[src/rtl/e203_dtcm_ram_ctrl.sv]
// DTCM RAM controller: ICB command/response to single-port synchronous RAM, 1-cycle read latency.
// Optional address range check is enabled by defining E203_DTCM_CTRL_ERR_EN.
module e203_dtcm_ram_ctrl #(
  parameter int          AW   = 16,
  parameter logic [31:0] BASE = 32'h9000_0000
) (
  input  logic          clk,
  input  logic          rst_n,
  input  logic          icb_cmd_valid,
  output logic          icb_cmd_ready,
  input  logic [31:0]   icb_cmd_addr,
  input  logic          icb_cmd_read,
  input  logic [31:0]   icb_cmd_wdata,
  input  logic [3:0]    icb_cmd_wmask,
  output logic          icb_rsp_valid,
  input  logic          icb_rsp_ready,
  output logic [31:0]   icb_rsp_rdata,
  output logic          icb_rsp_err,
  output logic          ram_cs,
  output logic          ram_we,
  output logic [AW-1:0] ram_addr,
  output logic [3:0]    ram_wem,
  output logic [31:0]   ram_din,
  input  logic [31:0]   ram_dout
);

  typedef enum logic [1:0] {IDLE, RSP, HOLD} state_t;

  state_t      state, state_nxt;
  logic        accept;
  logic        addr_err;
  logic        capture;
  logic        rsp_read;
  logic        rsp_err_q;
  logic [31:0] hold_data;
  logic        unused_bits;

`ifdef E203_DTCM_CTRL_ERR_EN
  assign addr_err = (icb_cmd_addr[31:AW+2] != BASE[31:AW+2]);
`else
  assign addr_err = 1'b0;
`endif

  assign unused_bits = ^{icb_cmd_addr[31:AW+2], icb_cmd_addr[1:0], BASE};

  assign icb_cmd_ready = (state == IDLE) || ((state == RSP) && icb_rsp_ready);
  assign accept        = icb_cmd_valid && icb_cmd_ready;

  // Out-of-range commands are accepted and answered but never reach the RAM.
  assign ram_cs   = accept && !addr_err;
  assign ram_we   = ram_cs && !icb_cmd_read;
  assign ram_wem  = ram_cs ? icb_cmd_wmask : 4'h0;
  assign ram_addr = icb_cmd_addr[AW+1:2];
  assign ram_din  = icb_cmd_wdata;

  always_comb begin
    state_nxt     = state;
    icb_rsp_valid = 1'b0;
    capture       = 1'b0;
    case (state)
      IDLE: begin
        if (accept) state_nxt = RSP;
      end
      RSP: begin
        icb_rsp_valid = 1'b1;
        if (icb_rsp_ready) begin
          state_nxt = accept ? RSP : IDLE;
        end else begin
          state_nxt = HOLD;
          capture   = 1'b1;
        end
      end
      HOLD: begin
        icb_rsp_valid = 1'b1;
        if (icb_rsp_ready) state_nxt = IDLE;
      end
      default: state_nxt = IDLE;
    endcase
  end

  always_ff @(posedge clk or negedge rst_n) begin
    if (!rst_n) begin
      state     <= IDLE;
      rsp_read  <= 1'b0;
      rsp_err_q <= 1'b0;
      hold_data <= 32'h0;
    end else begin
      state <= state_nxt;
      if (accept) begin
        rsp_read  <= icb_cmd_read;
        rsp_err_q <= addr_err;
      end
      // RAM output is only valid for one cycle; keep it while the response stalls.
      if (capture) hold_data <= ram_dout;
    end
  end

  always_comb begin
    icb_rsp_rdata = 32'h0;
    if (rsp_read && !rsp_err_q) begin
      if (state == RSP)       icb_rsp_rdata = ram_dout;
      else if (state == HOLD) icb_rsp_rdata = hold_data;
    end
  end

  assign icb_rsp_err = rsp_err_q && (state != IDLE);

endmodule

[config.mk]
export PLATFORM = sky130hd
export DESIGN_NAME = e203_dtcm_ram_ctrl
export DESIGN_NICKNAME = d
export VERILOG_FILES = /design/src/rtl/e203_dtcm_ram_ctrl.sv
export SDC_FILE = /design/constraint.sdc
export NUM_CORES = 1
export LEC_CHECK = 0
export BUFFER_PORTS_ARGS = -buffer_cell sky130_fd_sc_hd__clkbuf_2
export CORE_AREA = 2 2 79 81
export CTS_CLUSTER_SIZE = 20
export DETAILED_ROUTE_END_ITERATION = 12
export DIE_AREA = 0 0 81 83
export GPL_TIMING_DRIVEN = 0
export HOLD_SLACK_MARGIN = 0.06
export PLACE_DENSITY = 0.85
export SYNTH_ARGS = -nofsm -noshare
export SYNTH_HDL_FRONTEND = slang
export SYNTH_SLANG_ARGS = --single-unit
[constraint.sdc]
create_clock -name clk -period 4.01 [get_ports clk]
set_clock_uncertainty 0.1 [all_clocks]
set_input_delay 0.802 -clock clk [delete_from_list [all_inputs] [get_ports clk]]
set_output_delay 0.802 -clock clk [all_outputs]
set_load 0.02 [all_outputs]
After elaboration in Yosys (flattened, before gate mapping). Cells that the tools add are included. Widths: inputs -> output; s select.

Register bits after elaboration: 35. Input port bits: 105. Output and inout port bits: 89. Logic and storage cells: 27.

Equality and inequality tests: 4. Muxes and demuxes: 12. Reduce and logical (&&, ||, !) cells: 8.

Operator list (number): $mux 32 (3); $mux 2 (3); $pmux 2 s3 (1); $mux 1 (4); $mux 4 (1); $ne 2x2->1 const B (2); $logic_and 1x1->1 (3); $eq 2x1->1 const B (1); $eq 2x2->1 const B (1); $logic_not 2->1 (1); $reduce_and 2->1 (1); $reduce_or 2->1 (1); $logic_not 1->1 (1); $logic_or 1x1->1 (1).

Logic depth before layout (Yosys ltp).
Depth in word-level cells: 7. Depth in mapped cells: 7. Mapped depth without buffers: 5.

Least setup slack after synthesis. No wires, ideal clock.

Path kind: in2out. Start point: in icb_rsp_ready. End point: out ram_we. Arrival: 1493 ps. Required time: 3108 ps. Slack: 1615 ps. Cell stages on the path: 3. Buffers on the path: 0. Path through: a21o_4 and2_4 nor2b_1.

Cells in the longest elaborated chain, start to end: 4.

RTL lines: start, declared (RTL line 16) `input logic icb_rsp_ready,`; $logic_and 1x1->1 (RTL line 46) `assign icb_cmd_ready = (state == IDLE) || ((state == RSP) && icb_rsp_ready);`; $logic_or 1x1->1 (RTL line 46); $logic_and 1x1->1 (RTL line 47) `assign accept = icb_cmd_valid && icb_cmd_ready;`; via ram_cs (RTL line 19) `output logic ram_cs,`; $logic_and 1x1->1 (RTL line 51) `assign ram_we = ram_cs && !icb_cmd_read;`; end, declared (RTL line 20) `output logic ram_we,`.

The timed path passes the listed nets, and every way through them passes these cells.

Worst setup path in the final report.
Start point: reg state[1]. End point: out icb_rsp_rdata[8].

Cells in the longest elaborated chain, start to end: 4. Elaborated cells on any way between the ends: 5. Classes of those cells: eq/ne: 2; mux: 3.

RTL lines: start, declared (RTL line 29) `state_t state, state_nxt;`; start signal, assigned (RTL line 88) `state <= state_nxt;`; $eq 2x2->1 (RTL line 102) `else if (state == HOLD) icb_rsp_rdata = hold_data;`; $mux 32 (RTL line 102); $mux 32 * (RTL line 101) `if (state == RSP) icb_rsp_rdata = ram_dout;`; $mux 32 * (RTL line 100) `if (rsp_read && !rsp_err_q) begin`; end, declared (RTL line 17) `output logic [31:0] icb_rsp_rdata,`.

Mark *: on every way between the ends. The rest lies on a longest branch, timed or not.

==> impl_metrics.toml <==
[timing]
finalHoldViolations = 0
rsz0062_at_grt = "false"
min_period_ns = 2.98
finalCritPeriodShare_pct = 74.3
slew_headroom_pct = 41.0
slew_violations = 0
setup_violations = 0
fin_tns_setup_ns = 0
worst_pin_slew_ns = 0.885
fmax_mhz = 336

[setup_path]
worstPathRequired_ns = 3.11
crit_type = "reg -> out"
cp-start-kind = "flop"
r2r_slack_ns = 2.18
crit_path_max_fanout = 10
setup.worst_path.end_class = "output pin"
cp.arrival_ns = 2.08
r2r_cells = 6

[place]
dpl.hpwl_mm = 4.92
portBuffers = 128
placed_area_sq_um = 3210
globalplace.congestion = 0.730

[synth]
synth-seq-cells = 35
netlist_area_sq_um = 2470
yosysWarnings = 0
syn-num-nets = 394
synth-seq-area-share_pct = 35.4
syn_avg_cell_area_sq_um = 8.64
synth_cells = 286
synth_cell_types = 22

[cts]
cts_hold_buffers = 0
clk_path_buf_depth = 2
clock_latency_ns = 0.28
cts_buffers = 5
clock_sinks = 35
cts_tree = "yes"
cts_setup_buffers = 0
root_buffer = "clkbuf_8"
htreeDepth = 2
cts_resized = 0
path_clk_slew_ns = 0.07

[routing]
drt-total-wl_mm = 6.35
drc = 0
via_per_inst = 4.79
first_iter_violations = 91
wl_per_cell_um = 12.8
vias = 2383
ant_nets = 0
firstDrtPassIters = 4

[job]
cap_violations = 0

[power_and_ir_drop]
power.leakage_nw = 1.72
vdd_drop_max_mv = 0.379
power_density_nw_per_um2 = 650

[global_route]
grtUsageTotal_pct = 19.0
overflow = 0
grt_pass1_vias = 2211
grt_max_degree = 36
grt_pass1_wl_mm = 10.2
antenna_found_initial = 0

[min_path]
hold_class = "reg -> reg"
whs_path_depth = 1

[finish]
design_area_sq_um = 3290
diodes = 0
final_nets = 529
drive_above_1_share_pct = 54.0
nFillCells = 524
syn2layout_area_growth_pct = 33.2

[floorplanning]
die-area_sq_um = 6720
die_width_um = 81
core_sq_um = 5820
die_y_um = 83
start_util_pct = 42.5
ioPinCount = 194
row_count = 28

[outcome]
status = "finished clean"
[through the flow]
step	util [%]	worst slack [ns]	cells	hold WS, ns	total power [W]
after floorplan	-	1.61	286	0.380	0.00154
after global placement	55.1	1.38	489	0.388	0.00186
after detailed placement	55.1	1.37	489	0.395	0.00191
after CTS	56.6	1.01	497	0.412	0.00217
after global routing	56.6	0.830	497	0.418	0.00232
final	56.6	1.03	497	0.409	0.00214
[final timing paths]
kind / start / end
worst max-delay path: state[1]$_DFFE_PN0P_ / icb_rsp_rdata[8]
worst min-delay path: hold_data[9]$_DFFE_PN0P_ / hold_data[9]$_DFFE_PN0P_
worst max register to register: state[1]$_DFFE_PN0P_ / hold_data[6]$_DFFE_PN0P_
worst min register to register: hold_data[9]$_DFFE_PN0P_ / hold_data[9]$_DFFE_PN0P_
max in group asynchronous: rst_n / hold_data[6]$_DFFE_PN0P_
min in group asynchronous: rst_n / hold_data[27]$_DFFE_PN0P_
[state kept, by name, indices dropped and copies added (netlist names)]
| signal | cells |
|---|---|
| hold_data | 32 |
| state | 2 |
| rsp_read | 1 |
[synth_stat cells]
master,count,area (sq um)
nand2_1,65,244
a31oi_1,1,6.26
and2_1,32,200
nor2b_1,2,12.5
and3_1,4,25.0
conb_1,1,3.75
buf_2,5,25.0
o21ai_0,32,160
nand2b_1,2,12.5
buf_6,1,11.3
inv_1,3,11.3
dfrtp_1,35,876
a21o_4,1,15.0
a21oi_1,2,10.0
mux2_4,1,15.0
buf_4,52,390
o21bai_1,1,7.51
ha_1,3,37.5
nand3_1,1,5.00
mux2_2,32,360
clkbuf_1,9,33.8
and2_4,1,8.76
[layout by cell type (no fill, tap or decap)]
master        n
and2_1       32
inv_1         3
conb_1        1
o21bai_1      1
clkinvlp_4    1
a21oi_1       2
a21o_4        1
clkinv_2      1
nand3_1       1
clkbuf_1     10
nand2b_1      2
mux2_2       32
clkbuf_2    128
buf_2         5
clkbuf_8      5
and2_4        1
mux2_4        1
nor2b_1       2
a31oi_1       1
nand2_1      65
buf_4        52
and3_1        4
dfrtp_1      35
o21ai_0      32
ha_1          3
buf_6         1
[critical path: stages, from the launching register on]
cell and delay [ns]:
dfrtp_1 0.38, inv_1 0.10, ha_1 0.23, buf_6 0.16, clkbuf_1 0.40, nand2_1 0.11
o21ai_0 0.09, and2_1 0.14, clkbuf_2 0.16
[cell type report]
class / count / area, sq um / area share, %
sequential: 35 / 876 / 26.6
multi-input combinational: 181 / 1120 / 34.1
inverter: 3 / 11.3 / 0.342
clock buffer: 6 / 72.6 / 2.21
buffer: 67 / 460 / 14.0
timing repair buffer: 128 / 641 / 19.5
tap: 75 / 93.8 / 2.85
clock inverter: 2 / 12.5 / 0.380
[metal layers]
metal / vias to the layer above / wire (um) / track usage [%]
met4: 0 / 53 / 4.47
li1: 1141 / - / -
met1: 1130 / 2400 / 21.5
met2: 105 / 3360 / 35.5
met3: 7 / 544 / 3.70
met5: - / 0 / 0
[where the power goes]
group	switching, W	internal [W]
combinational	0.000719	0.000538
sequential	0.0000947	0.000535
clock	0.000132	0.000121
total	0.000945	0.00119
[cell families (layout without fill, tap and decap cells)]
logic type / count (synthesis) / count (layout) / share of synthesized area, %
compound gates: 37 / 37 / 8.05
other cells: 1 / 1 / 0.152
mux: 33 / 33 / 15.2
fa+ha+maj: 3 / 3 / 1.52
simple gates: 107 / 107 / 20.6
flops: 35 / 35 / 35.4
buf+inv: 70 / 206 / 19.1
(Power assumes the default switching activity.)
